## src/rtl/shift_out_595_ctrl.sv

```systemverilog
`timescale 1ns/1ps
`default_nettype none
// ============================================================================
// Module   : shift_out_595_ctrl
// Purpose  : Word-to-serial controller for a 74HC595-style SIPO chain with a
//            divided shift clock and a storage latch pulse.
// Option   : SHIFT_LSB_FIRST_EN - when defined, data[0] is shifted out first.
// Revision : 1.0 - initial release
// ============================================================================
module shift_out_595_ctrl #(
    parameter int N       = 8,
    parameter int CLK_DIV = 4
) (
    input  logic         clk,
    input  logic         reset_n,
    input  logic [N-1:0] data,
    input  logic         valid,
    output logic         ready,
    output logic         sdata,
    output logic         sclk,
    output logic         latch,
    output logic         busy,
    output logic         done
);

    localparam int C_DIV_W = (CLK_DIV > 1) ? $clog2(CLK_DIV) : 1;
    localparam int C_BIT_W = $clog2(N);
    localparam logic [C_DIV_W-1:0] C_DIV_LAST = C_DIV_W'(CLK_DIV - 1);
    localparam logic [C_BIT_W-1:0] C_BIT_LAST = C_BIT_W'(N - 1);

    typedef enum logic [1:0] {
        S_IDLE     = 2'd0,
        S_SHIFT_LO = 2'd1,
        S_SHIFT_HI = 2'd2,
        S_LATCH    = 2'd3
    } state_t;

    state_t               r_state_q, w_state_d;
    logic [N-1:0]         r_shreg_q, w_shreg_d;
    logic [C_DIV_W-1:0]   r_div_q,   w_div_d;
    logic [C_BIT_W-1:0]   r_bit_q,   w_bit_d;
    logic                 r_ready_q, w_ready_d;
    logic                 r_sdata_q, w_sdata_d;
    logic                 r_sclk_q,  w_sclk_d;
    logic                 r_latch_q, w_latch_d;
    logic                 r_busy_q,  w_busy_d;
    logic                 r_done_q,  w_done_d;

    logic                 w_div_end;
    logic                 w_data_head;
    logic [N-1:0]         w_data_rest;
    logic                 w_sh_head;
    logic [N-1:0]         w_sh_rest;

    // The shift register holds the bits still to be sent after the one on sdata.
`ifdef SHIFT_LSB_FIRST_EN
    assign w_data_head = data[0];
    assign w_data_rest = {1'b0, data[N-1:1]};
    assign w_sh_head   = r_shreg_q[0];
    assign w_sh_rest   = {1'b0, r_shreg_q[N-1:1]};
`else
    assign w_data_head = data[N-1];
    assign w_data_rest = {data[N-2:0], 1'b0};
    assign w_sh_head   = r_shreg_q[N-1];
    assign w_sh_rest   = {r_shreg_q[N-2:0], 1'b0};
`endif

    assign w_div_end = (r_div_q == C_DIV_LAST);

    always_comb begin
        w_state_d = r_state_q;
        w_shreg_d = r_shreg_q;
        w_div_d   = r_div_q;
        w_bit_d   = r_bit_q;
        w_ready_d = r_ready_q;
        w_sdata_d = r_sdata_q;
        w_sclk_d  = r_sclk_q;
        w_latch_d = r_latch_q;
        w_busy_d  = r_busy_q;
        w_done_d  = 1'b0;

        case (r_state_q)
            S_IDLE: begin
                w_ready_d = 1'b1;
                w_busy_d  = 1'b0;
                if (valid && r_ready_q) begin
                    w_shreg_d = w_data_rest;
                    w_sdata_d = w_data_head;
                    w_sclk_d  = 1'b0;
                    w_div_d   = '0;
                    w_bit_d   = '0;
                    w_ready_d = 1'b0;
                    w_busy_d  = 1'b1;
                    w_state_d = S_SHIFT_LO;
                end
            end
            S_SHIFT_LO: begin
                if (w_div_end) begin
                    w_div_d   = '0;
                    w_sclk_d  = 1'b1;
                    w_state_d = S_SHIFT_HI;
                end else begin
                    w_div_d = r_div_q + 1'b1;
                end
            end
            S_SHIFT_HI: begin
                if (w_div_end) begin
                    w_div_d  = '0;
                    w_sclk_d = 1'b0;
                    if (r_bit_q == C_BIT_LAST) begin
                        w_bit_d   = '0;
                        w_latch_d = 1'b1;
                        w_state_d = S_LATCH;
                    end else begin
                        w_shreg_d = w_sh_rest;
                        w_sdata_d = w_sh_head;
                        w_bit_d   = r_bit_q + 1'b1;
                        w_state_d = S_SHIFT_LO;
                    end
                end else begin
                    w_div_d = r_div_q + 1'b1;
                end
            end
            S_LATCH: begin
                if (w_div_end) begin
                    w_div_d   = '0;
                    w_latch_d = 1'b0;
                    w_busy_d  = 1'b0;
                    w_ready_d = 1'b1;
                    w_done_d  = 1'b1;
                    w_state_d = S_IDLE;
                end else begin
                    w_div_d = r_div_q + 1'b1;
                end
            end
            default: w_state_d = S_IDLE;
        endcase
    end

    always_ff @(posedge clk or negedge reset_n) begin
        if (!reset_n) begin
            r_state_q <= S_IDLE;
            r_shreg_q <= '0;
            r_div_q   <= '0;
            r_bit_q   <= '0;
            r_ready_q <= 1'b0;
            r_sdata_q <= 1'b0;
            r_sclk_q  <= 1'b0;
            r_latch_q <= 1'b0;
            r_busy_q  <= 1'b0;
            r_done_q  <= 1'b0;
        end else begin
            r_state_q <= w_state_d;
            r_shreg_q <= w_shreg_d;
            r_div_q   <= w_div_d;
            r_bit_q   <= w_bit_d;
            r_ready_q <= w_ready_d;
            r_sdata_q <= w_sdata_d;
            r_sclk_q  <= w_sclk_d;
            r_latch_q <= w_latch_d;
            r_busy_q  <= w_busy_d;
            r_done_q  <= w_done_d;
        end
    end

    assign ready = r_ready_q;
    assign sdata = r_sdata_q;
    assign sclk  = r_sclk_q;
    assign latch = r_latch_q;
    assign busy  = r_busy_q;
    assign done  = r_done_q;

endmodule
`default_nettype wire

```

## config.mk

```make
export PLATFORM = sky130hd
export DESIGN_NAME = shift_out_595_ctrl
export DESIGN_NICKNAME = d
export VERILOG_FILES = /design/src/rtl/shift_out_595_ctrl.sv
export SDC_FILE = /design/constraint.sdc
export NUM_CORES = 1
export LEC_CHECK = 0
export ABC_AREA = 1
export ABC_CLOCK_PERIOD_IN_PS = 1500
export CAP_MARGIN = 20
export CORE_MARGIN = 2
export CORE_UTILIZATION = 45
export CTS_CLUSTER_DIAMETER = 200
export CTS_CLUSTER_SIZE = 20
export DETAILED_ROUTE_END_ITERATION = 12
export PLACE_DENSITY = 0.72
export SETUP_SLACK_MARGIN = 0.2
export SYNTH_ARGS = -nofsm -noshare
export SYNTH_HDL_FRONTEND = slang
export SYNTH_SLANG_ARGS = --single-unit
export TNS_END_PERCENT = 30
```

## constraint.sdc

```tcl
create_clock -name clk -period 1.5 [get_ports clk]
set_input_delay 0.375 -clock clk [delete_from_list [all_inputs] [get_ports clk]]
set_output_delay 0.375 -clock clk [all_outputs]
set_load 0.01 [all_outputs]
```

==> results.json, run 1 <==
{
  "setup_viol": 0,
  "nNetsFinal": 169,
  "hpwl_mm": 1.59,
  "clk_pin_slew_ns": 0.12,
  "cts.sinks": 20,
  "cts_tree": "yes",
  "grt_setup_unrepaired": "true",
  "area.growth.synth_to_final_pct": 30.1,
  "met3_usage_pct": 3.43,
  "synth.avg_cell_area_sq_um": 8.48,
  "ios": 17,
  "arrival_ns": 1.60,
  "place.gp.congestion": 0.797,
  "num_rows": 17,
  "grt_max_degree": 21,
  "multi_input_area_sq_um": 547,
  "cts.htree.levels": 1,
  "insertion_delay_ns": 0.30,
  "maxSlewViolCount": 0,
  "die_h_um": 52.5,
  "reg2reg_depth": 6,
  "critPathCaptureType": "flop",
  "grt_pass1_wl_mm": 3.71,
  "synth_seq_cells": 20,
  "dr.pass1.iters": 4,
  "status": "finished, final reports clean",
  "die_w_um": 52.5,
  "p_total_mw": 2.47,
  "grt_pass1_vias": 840,
  "worstMarginPinSlew_ns": 0.267,
  "antenna_found_initial": 0,
  "layout_min_cycle_time_ns": 1.35,
  "fin_worst_skew_ns": 0.00480,
  "grt_usage_pct": 18.4,
  "synth_warnings": 0,
  "fmax_ghz": 0.739,
  "diodes": 0,
  "syn-cell-area_sq_um": 1060,
  "wire_per_inst_um": 12.4,
  "ant_nets": 0,
  "cts_inserted_buffers": 3,
  "clock-root-buffer": "clkbuf_4",
  "worstPathRequired_ns": 1.75,
  "drc_errors": 0,
  "drt-initial-drc-count": 25,
  "met2_usage_pct": 32.3,
  "power.density_nw_per_um2": 1790,
  "routed-via-count": 924,
  "synth-seq-area-share_pct": 47.2,
  "period_share_pct": 90.2,
  "layout_common_cells": "nand2_1, nand3_1, dfrtp_1, buf_4, clkdlybuf4s50_1",
  "ys_types": 20,
  "relSlewSlack_pct": 82.2,
  "r2r-start": "r_bit_q[1]",
  "hold_class": "input port to asynchronous set/reset pin",
  "die_area_sq_um": 2760,
  "syn-num-nets": 140,
  "met1_usage_pct": 22.9,
  "place.port_buffers": 16,
  "start_kind": "flop",
  "start_util_pct": 47.9,
  "routed_wl_mm": 2.24,
  "clockBufferDepth": 2,
  "overflow": 0,
  "cap_violations": 0,
  "timing.hold.ws_ns": 0.406,
  "fillers": 209,
  "drive_gt1_share_pct": 22.9,
  "routed_via_density": 5.10,
  "r2r_slack_ns": 0.15,
  "layout_commonest_cell": "nand2_1",
  "r2r-end": "r_shreg_q[1]",
  "ir_drop_uv": 917,
  "setup_tns_ns": 0,
  "synth_cells": 125,
  "seq_area_sq_um": 503,
  "p_leak_nw": 0.708,
  "grt.busiest_layer": "met2",
  "hold_violations": 0,
  "worstSetupPathType": "flop to flop",
  "core-area_sq_um": 2210,
  "crit_fanout": 8
}
[synth_stat cells, drive strengths merged]
library cell / count / area (sq um)
a21boi: 1 / 11.3
or2: 1 / 6.26
dfrtp: 20 / 500
o21ai: 2 / 10.0
nand3: 26 / 135
a21oi: 3 / 37.5
nor2: 4 / 30.0
nand4: 1 / 6.26
ha: 4 / 50.1
buf: 3 / 30.0
o21a: 1 / 7.51
o211ai: 1 / 7.51
nand2: 50 / 195
inv: 8 / 32.5
[power by group]
group / total [mW] / switching, mW / internal, mW / leakage [nW]
logic: 1.23 / 0.722 / 0.506 / 0.436
clock network: 0.318 / 0.170 / 0.148 / 0.0210
registers: 0.919 / 0.166 / 0.753 / 0.251
[repair_timing]
item                       4_1_cts  5_1_grt
resized for setup               23        4
cloned                           0        0
setup endpoints to repair       19       18
hold buffers                     0        0
setup buffers                    2        5
pin swaps                        3        1
[through the flow]
stage               util (%)  area [sq um]  setup WS, ns  cells
floorplan                  -          1080         0.189    125
global route            62.3          1380         0.104    181
detailed placement      57.7          1280       -0.0564    170
CTS                     60.6          1340         0.142    176
global placement        57.7          1280       -0.0298    170
finish                  62.3          1380         0.147    181
[cell type report]
cell class                      count  share of cell area (%)
Timing Repair Buffer               27                    16.2
Inverter                            8                    2.54
Tap cell                           28                    2.54
Multi-Input combinational cell     94                    39.7
Clock buffer                        4                    2.63
Sequential cell                    20                    36.5
[worst max-delay path, stage by stage (launching register included)]
cell and delay, ns:
dfrtp_1 0.43, ha_4 0.19, ha_4 0.17, a21oi_4 0.16, buf_4 0.18, nand3_1 0.09
nand2_1 0.08
[sequential cells by signal (all words and copies together), names as in the netlist]
register	cells
r_bit_q	3
sclk	1
sdata	1
busy	1
ready	1
latch	1
done	1
r_shreg_q	7
r_state_q	2
r_div_q	2
[kinds of logic after synthesis]
| kind of cell | synth area share, % |
|---|---|
| DFF | 47.2 |
| and+or+nand+nor | 35.2 |
| AOI/OAI and AO/OA | 6.97 |
| buffers and inverters | 5.90 |
| adders and majority gates | 4.72 |
[layer usage]
layer	wire [um]	vias to the layer above
met1	1030	428
met3	98	5
li1	-	464
met2	1080	27
met5	0	-
met4	27	0
[how the worst max path moves through the flow]
stage,startpoint,slack [ns],to,cells past startpoint
2_1_floorplan,r_bit_q[1],0.19,sdata,6
3_3_place_gp,valid,-0.03,r_bit_q[1],6
3_5_place_dp,valid,-0.06,r_bit_q[0],6
4_1_cts,r_bit_q[1],0.14,r_shreg_q[6],6
5_1_grt,r_bit_q[1],0.10,r_shreg_q[6],6
6_report,r_bit_q[1],0.15,r_shreg_q[1],6
Power figures use the tool's default switching activity.
==> run 2: changes to the inputs <==
==> constraint.sdc (replaced) <==
create_clock -name clk -period 1.5 [get_ports clk]
set_input_delay 0.225 -clock clk [delete_from_list [all_inputs] [get_ports clk]]
set_output_delay 0.225 -clock clk [all_outputs]
set_load 0.01 [all_outputs]
==> results.json, run 2 (synthesis results as in run 1) <==
{
  "status": "finished, final reports clean",
  "setup_tns_ns": 0,
  "grt_usage_pct": 18.5,
  "ir_drop_uv": 1070,
  "overflow": 0,
  "critPathCaptureType": "flop",
  "cap_violations": 0,
  "antenna_found_initial": 0,
  "grt_setup_unrepaired": "true",
  "insertion_delay_ns": 0.30,
  "arrival_ns": 1.63,
  "p_leak_nw": 0.725,
  "layout_commonest_cell": "nand2_1",
  "fin_worst_skew_ns": 0.00361,
  "hold_class": "input port to asynchronous set/reset pin",
  "hpwl_mm": 1.50,
  "clockBufferDepth": 2,
  "ant_nets": 0,
  "p_total_mw": 2.48,
  "dr.pass1.iters": 4,
  "multi_input_area_sq_um": 559,
  "grt_pass1_wl_mm": 3.68,
  "drive_gt1_share_pct": 19.2,
  "setup_viol": 0,
  "reg_top3": "r_shreg_q (7), r_bit_q (3)",
  "period_share_pct": 91.8,
  "cts.htree.levels": 1,
  "start_util_pct": 47.9,
  "place.port_buffers": 16,
  "routed_wl_mm": 2.24,
  "die_h_um": 52.5,
  "core-area_sq_um": 2210,
  "r2r_slack_ns": 0.12,
  "hold_buffers": 0,
  "worstSetupPathType": "flop to flop",
  "relSlewSlack_pct": 80.4,
  "seq_area_sq_um": 503,
  "fmax_ghz": 0.726,
  "largest_reg_flops": 7,
  "area.growth.synth_to_final_pct": 31.2,
  "drt-initial-drc-count": 7,
  "cts_tree": "yes",
  "layout_common_cells": "nand2_1, nand3_1, dfrtp_1, clkdlybuf4s50_1, buf_4",
  "hold_violations": 0,
  "routed-via-count": 919,
  "grt_max_degree": 21,
  "die_area_sq_um": 2760,
  "layout_min_cycle_time_ns": 1.38,
  "power.density_nw_per_um2": 1780,
  "routed_via_density": 5.13,
  "die_w_um": 52.5,
  "maxSlewViolCount": 0,
  "diodes": 0,
  "ios": 17,
  "cts.sinks": 20,
  "nNetsFinal": 167,
  "place.gp.congestion": 0.798,
  "worstMarginPinSlew_ns": 0.293,
  "start_kind": "flop",
  "clock-root-buffer": "clkbuf_4",
  "fillers": 194,
  "clk_pin_slew_ns": 0.12,
  "top_register": "r_shreg_q",
  "grt_pass1_vias": 853,
  "cts_inserted_buffers": 3,
  "wire_per_inst_um": 12.5,
  "num_rows": 17,
  "crit_fanout": 2,
  "worstPathRequired_ns": 1.75,
  "drc_errors": 0
}
## run 2: final cells by class
class	count	share of cell area (%)
Multi-Input combinational cell	94	40.2
Sequential cell	20	36.2
Timing Repair Buffer	25	16.1
Clock buffer	4	2.61
Tap cell	28	2.52
Inverter	8	2.34
## run 2: final timing paths
check,start,end,cells past startpoint
min in group clk,sclk,sclk,2
min reg2reg,sclk,sclk,2
max reg2reg,r_bit_q[1],r_bit_q[0],6
min,reset_n,busy,2
max in group asynchronous,reset_n,r_state_q[0],2
max,r_bit_q[1],r_bit_q[0],6
## run 2: repair_timing
item	in CTS	in global routing
pin swaps	0	1
setup endpoints to repair	18	16
gates cloned	0	0
resized for setup	5	9
setup buffers	0	6
## run 2: power breakdown
part / switching [mW] / total (mW) / internal (mW)
combinational: 0.712 / 1.22 / 0.504
clock: 0.180 / 0.328 / 0.148
sequential: 0.180 / 0.933 / 0.753
total: 1.07 / 2.48 / 1.41
## run 2: metal layers
metal | vias up | share of wire [%] | global-route usage, %
met5 | - | 0 | 0
met4 | 0 | 0.71 | 8.97
met3 | 2 | 2.3 | 3.43
met2 | 15 | 50 | 31.7
met1 | 440 | 47 | 22.0
li1 | 462 | - | -
## run 2: critical path, stage by stage, from the launching register on
cell and delay (ns):
dfrtp_1 0.44, ha_4 0.20, ha_4 0.15, or2_2 0.28, nor2_1 0.09, nand3_1 0.08
nand2_1 0.08
## run 2: through the flow
| stage | setup slack (ns) | hold slack [ns] | cell area [sq um] | util [%] | instances |
|---|---|---|---|---|---|
| finish | 0.122 | 0.248 | 1390 | 62.8 | 179 |
| global route | 0.0819 | 0.267 | 1390 | 62.8 | 179 |
| CTS | 0.0903 | 0.255 | 1300 | 58.8 | 173 |
| detailed placement | 0.0538 | 0.459 | 1270 | 57.4 | 169 |
| global placement | 0.0815 | 0.453 | 1270 | 57.4 | 169 |
| floorplan | 0.189 | -0.0706 | 1080 | - | 125 |
